`config.mk`:
```
export PLATFORM = sky130hd
export DESIGN_NAME = noc_port_merger_flat
export DESIGN_NICKNAME = d
export VERILOG_FILES = /design/src/rtl/noc_port_merger_if.sv /design/src/rtl/noc_port_merger.sv /design/src/flat_wrapper.sv
export SDC_FILE = /design/constraint.sdc
export NUM_CORES = 1
export LEC_CHECK = 0
export CORE_ASPECT_RATIO = 1.2
export CORE_UTILIZATION = 55
export CTS_CLUSTER_SIZE = 25
export DETAILED_ROUTE_END_ITERATION = 6
export GPL_TIMING_DRIVEN = 0
export MAX_ROUTING_LAYER = met4
export PLACE_DENSITY = 0.76
export SKIP_LAST_GASP = 1
export SYNTH_ARGS = -nofsm -noshare
export SYNTH_HDL_FRONTEND = slang
export SYNTH_SLANG_ARGS = --single-unit
export TNS_END_PERCENT = 1
```
`constraint.sdc`:
```
create_clock -name noc_clk -period 5.9 [get_ports noc_clk]
set_input_delay 1.18 -clock noc_clk [delete_from_list [all_inputs] [get_ports noc_clk]]
set_output_delay 1.18 -clock noc_clk [all_outputs]
set_load 0.01 [all_outputs]
```
`src/rtl/noc_port_merger_if.sv`:
```
// Flit bus bundle for noc_port_merger: NUM_IN input channels plus the merged output link.
interface noc_port_merger_if #(
   parameter int NUM_IN     = 4,
   parameter int DATA_WIDTH = 32
);
   logic [NUM_IN-1:0]            in_valid;
   logic [NUM_IN-1:0]            in_ready;
   logic [NUM_IN*DATA_WIDTH-1:0] in_flit;
   logic [NUM_IN-1:0]            in_is_header;
   logic [NUM_IN-1:0]            in_is_tail;
   logic                         out_valid;
   logic                         out_ready;
   logic [DATA_WIDTH-1:0]        out_flit;
   logic                         out_is_header;
   logic                         out_is_tail;
   logic                         err_orphan;
`ifdef NOC_MERGE_STATS_EN
   logic [15:0]                  out_pkt_count;
   logic [31:0]                  out_flit_count;

   modport slave (
      input  in_valid, in_flit, in_is_header, in_is_tail, out_ready,
      output in_ready, out_valid, out_flit, out_is_header, out_is_tail, err_orphan,
      output out_pkt_count, out_flit_count
   );
   modport master (
      output in_valid, in_flit, in_is_header, in_is_tail, out_ready,
      input  in_ready, out_valid, out_flit, out_is_header, out_is_tail, err_orphan,
      input  out_pkt_count, out_flit_count
   );
`else
   modport slave (
      input  in_valid, in_flit, in_is_header, in_is_tail, out_ready,
      output in_ready, out_valid, out_flit, out_is_header, out_is_tail, err_orphan
   );
   modport master (
      output in_valid, in_flit, in_is_header, in_is_tail, out_ready,
      input  in_ready, out_valid, out_flit, out_is_header, out_is_tail, err_orphan
   );
`endif
endinterface

```
`src/rtl/noc_port_merger.sv`:
```
// N-to-1 wormhole NoC link merger with per-channel FIFOs and round-robin packet arbitration.
// Optional traffic counters are compiled in with NOC_MERGE_STATS_EN.

// Per-channel flit FIFO, occupancy-count based full/empty.
// Latency: a pushed entry is visible at the head one cycle later.
// Backpressure: push_rdy = !full from registered state; held low during and one cycle after reset.
module noc_merge_fifo #(
   parameter int WIDTH = 8,
   parameter int DEPTH = 4
) (
   input  logic             noc_clk,
   input  logic             rst_n,
   input  logic             push_vld,
   output logic             push_rdy,
   input  logic [WIDTH-1:0] push_dat,
   output logic             pop_vld,
   input  logic             pop_rdy,
   output logic [WIDTH-1:0] pop_dat
);
   localparam int AW = $clog2(DEPTH);
   localparam int CW = AW + 1;

   logic [WIDTH-1:0] mem [DEPTH];
   logic [AW-1:0]    wr_ptr;
   logic [AW-1:0]    rd_ptr;
   logic [CW-1:0]    count;
   logic             rdy_en;
   logic             full;
   logic             empty;
   logic             do_push;
   logic             do_pop;

   assign full     = (count == CW'(DEPTH));
   assign empty    = (count == '0);
   assign push_rdy = rdy_en & ~full;
   assign pop_vld  = ~empty;
   assign pop_dat  = mem[rd_ptr];
   assign do_push  = push_vld & push_rdy;
   assign do_pop   = pop_rdy & ~empty;

   always_ff @(posedge noc_clk or negedge rst_n) begin
      if (!rst_n) begin
         wr_ptr <= '0;
         rd_ptr <= '0;
         count  <= '0;
         rdy_en <= 1'b0;
      end else begin
         rdy_en <= 1'b1;
         // Depth is a power of two, so natural pointer overflow is the modulo wrap.
         if (do_push) wr_ptr <= wr_ptr + 1'b1;
         if (do_pop)  rd_ptr <= rd_ptr + 1'b1;
         case ({do_push, do_pop})
            2'b10:   count <= count + 1'b1;
            2'b01:   count <= count - 1'b1;
            default: count <= count;
         endcase
      end
   end

   always_ff @(posedge noc_clk) begin
      if (do_push) mem[wr_ptr] <= push_dat;
   end
endmodule

// Merges NUM_IN flit channels onto one link; a granted channel owns the link until its tail leaves.
// Latency: header pushed in N is granted in N+1 and valid on the output in N+2; one idle cycle between packets.
// Backpressure: out_ready low holds the output flit; the owner's FIFO fills and drops its in_ready.
module noc_port_merger #(
   parameter int NUM_IN     = 4,
   parameter int DATA_WIDTH = 32,
   parameter int FIFO_DEPTH = 4
) (
   input logic              noc_clk,
   input logic              rst_n,
   noc_port_merger_if.slave bus
);
   localparam int IW = $clog2(NUM_IN);

   typedef struct packed {
      logic                  hdr;
      logic                  tail;
      logic [DATA_WIDTH-1:0] dat;
   } flit_t;

   typedef enum logic {IDLE, LOCK} state_t;

   state_t          state, state_nxt;
   logic [IW-1:0]   grant, grant_nxt;
   logic [IW-1:0]   rr, rr_nxt;
   logic            err, err_nxt;
   logic [NUM_IN-1:0] head_vld;
   logic [NUM_IN-1:0] pop;
   flit_t           push_dat [NUM_IN];
   flit_t           head     [NUM_IN];
   flit_t           head_g;
   logic            scan_hit;
   logic [IW-1:0]   scan_idx;
   logic            out_vld;
   logic            xfer;

   function automatic logic [IW-1:0] wrap_inc(input logic [IW-1:0] base, input int off);
      int s;
      s = int'(base) + off;
      if (s >= NUM_IN) s = s - NUM_IN;
      return IW'(s);
   endfunction

   for (genvar i = 0; i < NUM_IN; i++) begin : g_ch
      assign push_dat[i] = '{hdr:  bus.in_is_header[i],
                             tail: bus.in_is_tail[i],
                             dat:  bus.in_flit[i*DATA_WIDTH +: DATA_WIDTH]};

      noc_merge_fifo #(
         .WIDTH ($bits(flit_t)),
         .DEPTH (FIFO_DEPTH)
      ) u_fifo (
         .noc_clk  (noc_clk),
         .rst_n    (rst_n),
         .push_vld (bus.in_valid[i]),
         .push_rdy (bus.in_ready[i]),
         .push_dat (push_dat[i]),
         .pop_vld  (head_vld[i]),
         .pop_rdy  (pop[i]),
         .pop_dat  (head[i])
      );
   end

   // Walk from the highest offset down so the channel nearest rr wins.
   always_comb begin
      scan_hit = 1'b0;
      scan_idx = '0;
      for (int k = NUM_IN - 1; k >= 0; k--) begin
         if (head_vld[wrap_inc(rr, k)]) begin
            scan_hit = 1'b1;
            scan_idx = wrap_inc(rr, k);
         end
      end
   end

   always_comb begin
      state_nxt = state;
      grant_nxt = grant;
      rr_nxt    = rr;
      err_nxt   = err;
      pop       = '0;
      out_vld   = 1'b0;
      xfer      = 1'b0;
      head_g    = head[grant];
      case (state)
         IDLE: begin
            if (scan_hit) begin
               if (head[scan_idx].hdr) begin
                  grant_nxt = scan_idx;
                  state_nxt = LOCK;
               end else begin
                  pop[scan_idx] = 1'b1;
                  err_nxt       = 1'b1;
               end
            end
         end
         LOCK: begin
            out_vld = head_vld[grant];
            xfer    = out_vld & bus.out_ready;
            if (xfer) begin
               pop[grant] = 1'b1;
               if (head_g.tail) begin
                  rr_nxt    = wrap_inc(grant, 1);
                  state_nxt = IDLE;
               end
            end
         end
         default: state_nxt = IDLE;
      endcase
   end

   always_ff @(posedge noc_clk or negedge rst_n) begin
      if (!rst_n) begin
         state <= IDLE;
         grant <= '0;
         rr    <= '0;
         err   <= 1'b0;
      end else begin
         state <= state_nxt;
         grant <= grant_nxt;
         rr    <= rr_nxt;
         err   <= err_nxt;
      end
   end

   assign bus.out_valid     = out_vld;
   assign bus.out_flit      = (state == LOCK) ? head_g.dat  : '0;
   assign bus.out_is_header = (state == LOCK) ? head_g.hdr  : 1'b0;
   assign bus.out_is_tail   = (state == LOCK) ? head_g.tail : 1'b0;
   assign bus.err_orphan    = err;

`ifdef NOC_MERGE_STATS_EN
   logic [15:0] pkt_cnt;
   logic [31:0] flit_cnt;

   always_ff @(posedge noc_clk or negedge rst_n) begin
      if (!rst_n) begin
         pkt_cnt  <= '0;
         flit_cnt <= '0;
      end else begin
         if (xfer)                pkt_cnt  <= head_g.tail ? pkt_cnt + 16'd1 : pkt_cnt;
         if (xfer)                flit_cnt <= flit_cnt + 32'd1;
      end
   end

   assign bus.out_pkt_count  = pkt_cnt;
   assign bus.out_flit_count = flit_cnt;
`endif
endmodule

```
`src/flat_wrapper.sv`:
```
// flat-port wrapper written by rule: the top's interface ports become plain ports
module noc_port_merger_flat 
#(
   parameter int NUM_IN     = 4,
   parameter int DATA_WIDTH = 32,
   parameter int FIFO_DEPTH = 4
)
  (noc_clk, rst_n, bus_in_valid, bus_in_flit, bus_in_is_header, bus_in_is_tail, bus_out_ready, bus_in_ready, bus_out_valid, bus_out_flit, bus_out_is_header, bus_out_is_tail, bus_err_orphan);
  noc_port_merger_if #(.NUM_IN(NUM_IN), .DATA_WIDTH(DATA_WIDTH)) bus_i ();
  input logic noc_clk;
  input logic rst_n;
  input wire logic [$bits(bus_i.in_valid)-1:0] bus_in_valid;
  input wire logic [$bits(bus_i.in_flit)-1:0] bus_in_flit;
  input wire logic [$bits(bus_i.in_is_header)-1:0] bus_in_is_header;
  input wire logic [$bits(bus_i.in_is_tail)-1:0] bus_in_is_tail;
  input wire logic [$bits(bus_i.out_ready)-1:0] bus_out_ready;
  output wire logic [$bits(bus_i.in_ready)-1:0] bus_in_ready;
  output wire logic [$bits(bus_i.out_valid)-1:0] bus_out_valid;
  output wire logic [$bits(bus_i.out_flit)-1:0] bus_out_flit;
  output wire logic [$bits(bus_i.out_is_header)-1:0] bus_out_is_header;
  output wire logic [$bits(bus_i.out_is_tail)-1:0] bus_out_is_tail;
  output wire logic [$bits(bus_i.err_orphan)-1:0] bus_err_orphan;
  assign bus_i.in_valid = bus_in_valid;
  assign bus_i.in_flit = bus_in_flit;
  assign bus_i.in_is_header = bus_in_is_header;
  assign bus_i.in_is_tail = bus_in_is_tail;
  assign bus_i.out_ready = bus_out_ready;
  assign bus_in_ready = bus_i.in_ready;
  assign bus_out_valid = bus_i.out_valid;
  assign bus_out_flit = bus_i.out_flit;
  assign bus_out_is_header = bus_i.out_is_header;
  assign bus_out_is_tail = bus_i.out_is_tail;
  assign bus_err_orphan = bus_i.err_orphan;
  noc_port_merger #(.NUM_IN(NUM_IN), .DATA_WIDTH(DATA_WIDTH), .FIFO_DEPTH(FIFO_DEPTH)) u_core (.noc_clk(noc_clk), .rst_n(rst_n), .bus(bus_i));
endmodule
```
==> run_results.csv, run 1 <==
group,metric,value,unit
critical_path,worst_ep_arrival_time,3860,ps
synthesis,synthesis.area,22900,um^2
sta,fmax,198,MHz
critical_path,startpoint,"u_core.g_ch[1].u_fifo.rd_ptr[1]$_DFFE_PN0P_",
drt,dr.pass1.iters,5,
drt,wl,51700,um
final_layout,drive_gt1_share,23.8,%
global_route,grt.total_usage,25.9,%
synthesis,ys_warn_count,0,
critical_path,r2r_start,"u_core.grant[0]$_DFFE_PN0P_",
sta,setup_viol,0,
critical_path,crit_path_end,"bus_out_flit[25]",
sta,timing.hold.ws,491,ps
cts,tritoncts,"built",
global_route,grt_pass1_wl,75000,um
cts,clkSlewWorstSetupHoldPaths,60,ps
critical_path,end_kind,"output port",
worst_hold_path,hold_path_depth,1,
cts,postCtsHoldBufs,0,
synthesis,yosysTopAreaCell,"edfxtp_1",
place,place_area,25700,um^2
final_layout,fin_nets,1438,
floorplanning,dieArea,42400,um^2
synthesis,yosys-top-cells-area,"edfxtp_1, mux4_2, dfrtp_1, ha_1, and2_1",
sta,setup_slack,862,ps
floorplanning,start_util,56.0,%
sta,clock_skew,14.8,ps
cts,postCtsSetupBuffers,0,
floorplanning,die_w,188,um
final_layout,final_cell_area,27400,um^2
cts,htree_levels,2,
synthesis,synthDistinctLibCells,44,
global_route,grt_max_degree,36,
final_layout,final_common_cell,"edfxtp_1",
cts,root_buffer,"clkbuf_16",
place,dp_hpwl,33700,um
sta,worst_slew_pin_slew,1070,ps
critical_path,crit_cells,6,
sta,hold_viol,0,
synthesis,syn_area_per_cell,22.6,um^2
place,gp_congestion,0.896,
critical_path,rr_worst_depth,12,
synthesis,synth_top_area_share,71.5,%
critical_path,crit_chain,"clkbuf_1 -> clkbuf_1 -> mux4_2 -> mux4_2 -> and2_1 -> clkdlybuf4s50_1",
cts,clkLatencyLatePin,580,ps
critical_path,critPathBufInv,3,
sta,grt_setup_unrepaired,"false",
floorplanning,core,40800,um^2
critical_path,rrSetupSlack,2510,ps
critical_path,max_stage_delay,730,ps
place,place_ws,1470,ps
status,status,"complete, no violations",
flow_run,max-cap-violations,0,
synthesis,syn_nets,1184,
place,io_buffers,182,
sta,period_needed,5040,ps
final_layout,area_growth,19.7,%
drt,drc,0,
drt,viasPerCell,6.04,
cts,post_cts_resized,0,
critical_path,worst-path-max-fanout,10,
pwr,power_per_cell_area,474,nW/um^2
floorplanning,die_h,225,um
drt,vias,11179,
drt,routedWlPerCell,27.9,um
synthesis,yosysSeqAreaShare,75.3,%
sta,slew_headroom,28.7,%
critical_path,crit_type,"flop to output port",
worst_hold_path,min_path_type,"flop to flop",
floorplanning,io_pins,183,
critical_path,slowest_stage,"clkbuf_1",
cts,clock-sinks,579,
global_route,antenna_found_initial,3,
pwr,ir_drop,0.339,mV
sta,final.period_utilization,85.4,%
sta,tns,0,ps
cts,cts_buffer_depth,3,
global_route,grt_overflow_total,0,
cts,numCtsBuffers,54,
pwr,p_leak,9.00,nW
floorplanning,rows,81,
global_route,grt_pass1_vias,11628,
critical_path,critPathRequiredTime,4720,ps
critical_path,worstSetupStartpointType,"flop",
critical_path,reg2reg_to,"u_core.g_ch[0].u_fifo.count[2]$_DFFE_PN0P_",
synthesis,syn_inst,1013,
drt,antenna_left,0,
critical_path,critPathTopFamily,"buffers and inverters",
synthesis,yosys_register_bits,579,
drt,drtIter0Drc,1043,
final_layout,mostFrequentLayoutCells,"edfxtp_1, clkdlybuf4s50_1, mux4_2, clkbuf_16, and2_1",
sta,drv_slew,0,
-- Yosys cell counts, drive strengths merged --
| master | count |
|---|---|
| a211oi | 1 |
| a21o | 1 |
| a21oi | 1 |
| a31oi | 4 |
| a32oi | 2 |
| a41o | 1 |
| a41oi | 1 |
| and2 | 41 |
| and3 | 17 |
| buf | 24 |
| clkbuf | 23 |
| conb | 1 |
| dfrtp | 35 |
| edfxtp | 544 |
| fa | 4 |
| ha | 24 |
| inv | 27 |
| mux2 | 2 |
| mux2i | 5 |
| mux4 | 171 |
| nand2 | 14 |
| nand3 | 1 |
| nand4 | 2 |
| nor2 | 10 |
| nor3 | 6 |
| nor4 | 3 |
| o21a | 1 |
| o21ai | 10 |
| o21bai | 1 |
| o22a | 1 |
| o22ai | 2 |
| o31ai | 5 |
| or3 | 4 |
| xnor2 | 10 |
| xor2 | 14 |
-- registers in the layout, summed over array words and instances, names as in the netlist --
signal,count
u_core.bus.err_orphan,1
u_core.g_ch.u_fifo.count,12
u_core.g_ch.u_fifo.mem,544
u_core.g_ch.u_fifo.rd_ptr,8
u_core.g_ch.u_fifo.rdy_en,1
u_core.g_ch.u_fifo.wr_ptr,8
u_core.grant,2
u_core.rr,2
u_core.state,1
-- through the flow --
| stage | utilization [%] | total power [mW] | instances |
|---|---|---|---|
| floorplan | - | 8.09 | 1013 |
| global placement | 62.1 | 9.62 | 1734 |
| detailed placement | 62.9 | 9.76 | 1750 |
| CTS | 67.0 | 13.0 | 1849 |
| global route | 67.0 | 13.5 | 1852 |
| finish | 67.0 | 13.0 | 1852 |
-- metal layers --
layer	part of all wire, %	vias up	GRT usage [%]
met1	40	5868	34.3
met2	51	496	42.2
met4	2.6	0	7.40
met3	7.0	95	4.05
li1	-	4720	-
met5	0	-	-
-- logic make-up after synthesis --
kind of cell    after synthesis  share of synthesized area (%)
xor+xnor                     24                          0.920
simple gates                 98                           2.50
compound gates               31                           1.03
buf+inv                      74                           1.37
other cells                   1                         0.0164
mux                         178                           17.2
fa+ha+maj                    28                           1.66
flops                       579                           75.3
-- worst register-to-register path, delay by kind of cell, from the launching register on --
kind,cells,cell delay (ps)
xor+xnor,2,280
buf+inv,4,1620
flops,1,430
simple gates,2,160
compound gates,1,130
fa+ha+maj,3,650
-- power by group --
part	internal, mW	total [mW]	switching [mW]	leakage (nW)
clock network	1.86	3.30	1.44	0.821
logic	2.21	4.44	2.23	2.83
registers	5.04	5.22	0.188	5.35
-- how the worst min path moves through the flow --
stage / end / start
after floorplan: u_core.g_ch[3].u_fifo.count[2]$_DFFE_PN0P_ / u_core.g_ch[3].u_fifo.count[2]$_DFFE_PN0P_
after global placement: u_core.bus.err_orphan$_DFFE_PN0P_ / u_core.bus.err_orphan$_DFFE_PN0P_
after detailed placement: u_core.bus.err_orphan$_DFFE_PN0P_ / u_core.bus.err_orphan$_DFFE_PN0P_
after CTS: u_core.bus.err_orphan$_DFFE_PN0P_ / u_core.bus.err_orphan$_DFFE_PN0P_
after global routing: u_core.bus.err_orphan$_DFFE_PN0P_ / u_core.bus.err_orphan$_DFFE_PN0P_
final: u_core.bus.err_orphan$_DFFE_PN0P_ / u_core.bus.err_orphan$_DFFE_PN0P_
-- final cells by class --
class,instances,area [um^2]
multi-input cells,360,5350
clock inverters,31,219
plain buffers,47,211
clock buffers,68,1450
repair buffers,198,2140
flip-flops and latches,579,17200
inverters,27,101
well taps,539,674
fillers,2571,13500
diodes,3,7.51
(Power assumes the default switching activity.)
==> run 2: changes to the inputs <==
--- a/config.mk
+++ b/config.mk
@@ -6,14 +6,15 @@
 export NUM_CORES = 1
 export LEC_CHECK = 0
 export CORE_ASPECT_RATIO = 1.2
-export CORE_UTILIZATION = 55
+export CORE_UTILIZATION = 52
 export CTS_CLUSTER_SIZE = 25
 export DETAILED_ROUTE_END_ITERATION = 6
+export GPL_ROUTABILITY_DRIVEN = 0
 export GPL_TIMING_DRIVEN = 0
 export MAX_ROUTING_LAYER = met4
-export PLACE_DENSITY = 0.76
+export PLACE_DENSITY = 0.75
 export SKIP_LAST_GASP = 1
 export SYNTH_ARGS = -nofsm -noshare
 export SYNTH_HDL_FRONTEND = slang
 export SYNTH_SLANG_ARGS = --single-unit
-export TNS_END_PERCENT = 1
+export TNS_END_PERCENT = 100
==> constraint.sdc (replaced) <==
create_clock -name noc_clk -period 4.44 [get_ports noc_clk]
set_input_delay 0.888 -clock noc_clk [delete_from_list [all_inputs] [get_ports noc_clk]]
set_output_delay 0.888 -clock noc_clk [all_outputs]
set_load 0.01 [all_outputs]
==> run 2 against run 1 <==
  * Setup slack got worse by 800 ps
  * The flow now finishes with violations (design-rule violations)
  * Cell area increased by 0.69%
  * Clock power increased by 39%
  * Core utilization decreased by 3.1 points
  * Flip-flop and latch count unchanged
  * Worst hold slack got worse by 110 ps
  * Non-clock buffer count decreased by 2
  * Final cell count increased by 1.0%
  * Wire length about the same
  * Via count decreased by 0.38%
==> run_results.csv, run 2 (synthesis gave the netlist of run 1 again) <==
group,metric,value,unit
status,status,"finished with violations",
status,violations,"design-rule violations",
sta,clock_skew,13.9,ps
critical_path,rr_worst_depth,12,
floorplanning,rows,83,
global_route,grt_overflow_total,0,
cts,cts_buffer_depth,3,
final_layout,top_regs,"u_core.g_ch.u_fifo.mem: 544 flops, u_core.g_ch.u_fifo.count: 12 flops",
sta,setup_viol,0,
floorplanning,start_util,53.0,%
cts,clock-sinks,579,
final_layout,area_growth,20.5,%
critical_path,crit_type,"flop to output port",
place,io_buffers,182,
pwr,totalPowerFinal,17.5,mW
global_route,grt.total_usage,24.7,%
floorplanning,die_w,193,um
sta,final.period_utilization,98.7,%
drt,dr.pass1.iters,7,
place,place_ws,324,ps
floorplanning,dieArea,44800,um^2
sta,setup_slack,59.7,ps
cts,numCtsBuffers,55,
pwr,combPwrFrac,33.6,%
worst_hold_path,min_path_type,"primary input to asynchronous set/reset pin",
sta,worst_slew_pin_slew,934,ps
cts,clkLatencyLatePin,610,ps
floorplanning,die_h,232,um
cts,tritoncts,"built",
pwr,ir_drop,0.357,mV
pwr,pwr-share-seq,40.1,%
drt,wl,51700,um
global_route,grt_pass1_wl,76300,um
pwr,p_sw_share,29.7,%
final_layout,fillCellCount,2825,
final_layout,mostFrequentLayoutCells,"edfxtp_1, clkdlybuf4s50_1, mux4_2, clkbuf_16, and2_1",
drt,routedWlPerCell,27.6,um
pwr,power_per_cell_area,634,nW/um^2
critical_path,r2r_start,"u_core.grant[0]$_DFFE_PN0P_",
sta,slew_headroom,37.7,%
critical_path,critPathRequiredTime,3550,ps
drt,antenna_left,0,
pwr,pwr-share-clk,26.3,%
critical_path,worst_ep_arrival_time,3490,ps
sta,hold_viol,0,
drt,vias,11137,
place,dp_hpwl,35400,um
critical_path,worstSetupStartpointType,"flop",
critical_path,worst-path-max-fanout,10,
cts,postCtsHoldBufs,0,
global_route,grt_pass1_vias,11722,
sta,period_needed,4380,ps
final_layout,regMostFlops,"u_core.g_ch.u_fifo.mem",
cts,root_buffer,"clkbuf_16",
final_layout,final_cell_area,27500,um^2
sta,tns,0,ps
place,place_area,25700,um^2
final_layout,largest_register_ffs,544,
drt,drc,18,
global_route,grt_max_degree,36,
pwr,p_int,12.3,mW
cts,htree_levels,2,
final_layout,final_common_cell,"edfxtp_1",
floorplanning,core,43100,um^2
global_route,antenna_found_initial,5,
critical_path,end_kind,"output port",
final_layout,fin_nets,1437,
drt,drtIter0Drc,974,
flow_run,max-cap-violations,0,
critical_path,startpoint,"u_core.grant[0]$_DFFE_PN0P_",
drt,viasPerCell,5.95,
cts,postCtsSetupBuffers,0,
floorplanning,io_pins,183,
final_layout,drive_gt1_share,25.7,%
sta,fmax,228,MHz
pwr,p_leak,9.11,nW
cts,clkSlewWorstSetupHoldPaths,60,ps
sta,drv_slew,0,
final_layout,final_core_util,63.9,%
pwr,switchingPower,5.19,mW
## run 2: changes by cell type in the layout (fill, tap and decap cells not counted), moves of 4 or more
cell      before  now
clkbuf_2       0   16
clkbuf_4       0    8
buf_2         17    7
buf_1          4    0
clkbuf_1      34   19
## run 2: through the flow
| step | instances | hold slack (ps) |
|---|---|---|
| floorplan | 1013 | 485 |
| global placement | 1747 | 468 |
| detailed placement | 1763 | 473 |
| CTS | 1866 | 386 |
| global route | 1870 | 438 |
| finish | 1871 | 385 |
## run 2: layer usage
metal | vias up | track usage, % | wire, um | part of all wire (%)
met5 | - | - | 0 | 0
met4 | 0 | 8.05 | 1400 | 2.7
met3 | 85 | 4.15 | 3450 | 6.7
met2 | 449 | 41.1 | 26800 | 52
met1 | 5869 | 31.2 | 20100 | 39
li1 | 4734 | - | - | -
## run 2: cell type report
cell class | count | area, um^2 | area share (%)
sequential | 579 | 17200 | 62.5
multi-input combinational | 360 | 5350 | 19.4
timing repair buffer | 198 | 2140 | 7.79
clock buffer | 73 | 1540 | 5.58
tap | 552 | 691 | 2.51
buffer | 45 | 256 | 0.931
clock inverter | 31 | 240 | 0.872
inverter | 27 | 101 | 0.368
antenna | 6 | 15.0 | 0.0545
## run 2: critical path, stage by stage (launching register included)
cell,delay [ps]
dfrtp_1,430
clkbuf_1,730
clkbuf_1,630
mux4_2,420
and2_1,200
clkdlybuf4s50_1,490
## run 2: path summary, 6_finish.rpt
check | to | slack [ps]
setup / recovery | bus_out_flit[30] | 60
hold / removal | u_core.grant[1]$_DFFE_PN0P_ | 390
setup reg to reg | u_core.g_ch[0].u_fifo.count[2]$_DFFE_PN0P_ | 1010
hold reg to reg | u_core.bus.err_orphan$_DFFE_PN0P_ | 490
max in group asynchronous | u_core.g_ch[0].u_fifo.rd_ptr[1]$_DFFE_PN0P_ | 3540
min in group noc_clk | u_core.bus.err_orphan$_DFFE_PN0P_ | 490
## run 2: power groups by stage
stage	Combinational [mW]	Sequential, mW	Clock [mW]
2_1_floorplan	3.77	6.98	0
3_3_place_gp	5.73	7.05	0
5_1_grt	6.26	7.05	4.86
6_report	5.86	6.99	4.60
4_1_cts	5.95	6.97	4.65
3_5_place_dp	5.94	7.05	0
## run 2: what timing repair did
action / 4_1_cts / 5_1_grt
gates resized for setup: 16 / 15
gates cloned: 0 / 0
endpoints found under the hold margin: 0 / 0
endpoints found under the setup margin: 29 / 27
==> run 3: changes to the inputs <==
--- a/config.mk
+++ b/config.mk
@@ -6,13 +6,13 @@
 export NUM_CORES = 1
 export LEC_CHECK = 0
 export CORE_ASPECT_RATIO = 1.2
-export CORE_UTILIZATION = 52
+export CORE_UTILIZATION = 55
 export CTS_CLUSTER_SIZE = 25
 export DETAILED_ROUTE_END_ITERATION = 6
 export GPL_ROUTABILITY_DRIVEN = 0
 export GPL_TIMING_DRIVEN = 0
 export MAX_ROUTING_LAYER = met4
-export PLACE_DENSITY = 0.75
+export PLACE_DENSITY = 0.76
 export SKIP_LAST_GASP = 1
 export SYNTH_ARGS = -nofsm -noshare
 export SYNTH_HDL_FRONTEND = slang
==> constraint.sdc (replaced) <==
create_clock -name noc_clk -period 5.2 [get_ports noc_clk]
set_input_delay 1.04 -clock noc_clk [delete_from_list [all_inputs] [get_ports noc_clk]]
set_output_delay 1.04 -clock noc_clk [all_outputs]
set_load 0.01 [all_outputs]
==> run 3 against run 2 <==
  * The run now ends clean
  * Core utilization is 3.6 points higher
  * Count of clock-buffer cells in the layout is 14 lower
  * Critical path depth is 1 higher
  * Wire length is 0.53% higher
  * Clock power is 11% lower
  * Cell area hardly changed
  * Highest routed layer unchanged
==> run_results.csv, run 3 (synthesis gave the netlist of run 1 again) <==
group,metric,value,unit
critical_path,critPathRequiredTime,4160,ps
critical_path,worst_ep_arrival_time,3850,ps
cts,postCtsHoldBufs,0,
floorplanning,start_util,56.0,%
critical_path,rrSetupSlack,1780,ps
sta,hold_viol,0,
sta,fmax,204,MHz
sta,worst_slew_pin_slew,1050,ps
final_layout,fillCellCount,2492,
sta,period_needed,4890,ps
final_layout,largest_register_ffs,544,
critical_path,end_kind,"output port",
drt,dr.pass1.iters,5,
cts,tritoncts,"built",
global_route,grt_max_degree,36,
floorplanning,die_h,225,um
pwr,p_sw_share,29.5,%
pwr,p_leak,9.09,nW
critical_path,worstSetupStartpointType,"flop",
pwr,combPwrFrac,33.6,%
place,dp.cells,1750,
critical_path,critPathBufInv,3,
final_layout,regMostFlops,"u_core.g_ch.u_fifo.mem",
sta,slew_headroom,30.2,%
sta,drv_slew,0,
sta,tns,0,ps
global_route,grt_pass1_vias,11940,
sta,clock_skew,15.6,ps
critical_path,crit_type,"flop to output port",
global_route,grt_overflow_total,0,
drt,drtIter0Drc,1056,
critical_path,crit_top_cell,"mux4_2",
sta,setup_viol,0,
pwr,switchingPower,4.46,mW
critical_path,startpoint,"u_core.g_ch[1].u_fifo.rd_ptr[1]$_DFFE_PN0P_",
cts,clock-sinks,579,
critical_path,slowest_stage,"buf_1",
critical_path,r2r_start,"u_core.grant[1]$_DFFE_PN0P_",
worst_hold_path,hold_path_depth,1,
final_layout,drive_gt1_share,24.8,%
cts,clkSlewWorstSetupHoldPaths,70,ps
final_layout,top_regs,"u_core.g_ch.u_fifo.mem: 544 flops, u_core.g_ch.u_fifo.count: 12 flops",
pwr,pwr-share-seq,39.3,%
drt,wl,52000,um
place,io_buffers,182,
floorplanning,core,40800,um^2
global_route,grt_pass1_wl,75400,um
final_layout,mostFrequentLayoutCells,"edfxtp_1, clkdlybuf4s50_1, mux4_2, clkbuf_16, and2_1",
critical_path,crit_chain,"clkbuf_1 -> buf_1 -> mux4_2 -> mux4_2 -> and2_1 -> clkdlybuf4s50_1",
floorplanning,die_w,188,um
worst_hold_path,min_path_type,"flop to flop",
global_route,grt.total_usage,25.9,%
critical_path,max_stage_delay,670,ps
floorplanning,io_pins,183,
pwr,ir_drop,0.327,mV
status,status,"complete, no violations",
critical_path,critPathTopFamily,"buffers and inverters",
drt,vias,11355,
floorplanning,rows,81,
cts,clkLatencyLatePin,580,ps
cts,cts_buffer_depth,3,
cts,htree_levels,2,
cts,root_buffer,"clkbuf_16",
drt,viasPerCell,6.11,
drt,antenna_left,0,
worst_hold_path,hp-start,"u_core.bus.err_orphan$_DFFE_PN0P_",
sta,grt_setup_unrepaired,"false",
drt,drc,0,
critical_path,rr_worst_depth,11,
place,dp_hpwl,34000,um
pwr,power_per_cell_area,547,nW/um^2
global_route,antenna_found_initial,7,
floorplanning,dieArea,42400,um^2
final_layout,final_common_cell,"edfxtp_1",
sta,final.period_utilization,94.1,%
final_layout,area_growth,20.6,%
pwr,totalPowerFinal,15.1,mW
cts,numCtsBuffers,54,
final_layout,stdcell_count,1857,
critical_path,crit_cells,6,
final_layout,fin_nets,1438,
drt,routedWlPerCell,28.0,um
critical_path,worst-path-max-fanout,10,
pwr,pwr-share-clk,27.1,%
cts,post_cts_resized,0,
pwr,p_int,10.6,mW
cts,postCtsSetupBuffers,0,
flow_run,max-cap-violations,0,
-- run 3: area by class of cell --
cell class	count	area, um^2	share of cell area [%]
Multi-Input combinational cell	360	5350	19.4
Sequential cell	579	17200	62.4
Buffer	47	211	0.767
Antenna cell	7	17.5	0.0635
Tap cell	539	674	2.45
Timing Repair Buffer	198	2160	7.83
Inverter	27	101	0.368
Clock inverter	41	474	1.72
Clock buffer	59	1370	4.97
-- run 3: routing by layer --
layer | wire length (um) | GRT usage (%) | share of wire (%)
met3 | 4420 | 5.05 | 8.5
met2 | 26400 | 42.4 | 51
met1 | 19600 | 32.8 | 38
met4 | 1570 | 8.89 | 3.0
met5 | 0 | - | 0
-- run 3: final timing paths --
kind                                                               end
min                                  u_core.bus.err_orphan$_DFFE_PN0P_
min reg2reg                          u_core.bus.err_orphan$_DFFE_PN0P_
max                                                    bus_out_flit[7]
max in group asynchronous  u_core.g_ch[3].u_fifo.rd_ptr[1]$_DFFE_PN0P_
min in group asynchronous  u_core.g_ch[2].u_fifo.wr_ptr[0]$_DFFE_PN0P_
max reg2reg                 u_core.g_ch[0].u_fifo.count[2]$_DFFE_PN0P_
-- run 3: per-stage QoR --
step	setup slack (ps)	hold WS (ps)	cell area [um^2]	util, %
floorplan	2150	485	22900	-
detailed placement	918	492	25700	62.9
finish	305	506	27600	67.5
CTS	286	507	27600	67.5
global placement	948	490	25400	62.1
global route	203	530	27600	67.5
-- run 3: power by group through the flow --
| stage | Combinational [mW] | Clock [mW] | Sequential, mW |
|---|---|---|---|
| 4_1_cts | 5.11 | 4.13 | 5.93 |
| 5_1_grt | 5.38 | 4.30 | 5.97 |
| 2_1_floorplan | 3.22 | 0 | 5.96 |
| 3_3_place_gp | 4.87 | 0 | 6.01 |
| 3_5_place_dp | 5.07 | 0 | 6.02 |
| 6_report | 5.07 | 4.08 | 5.93 |
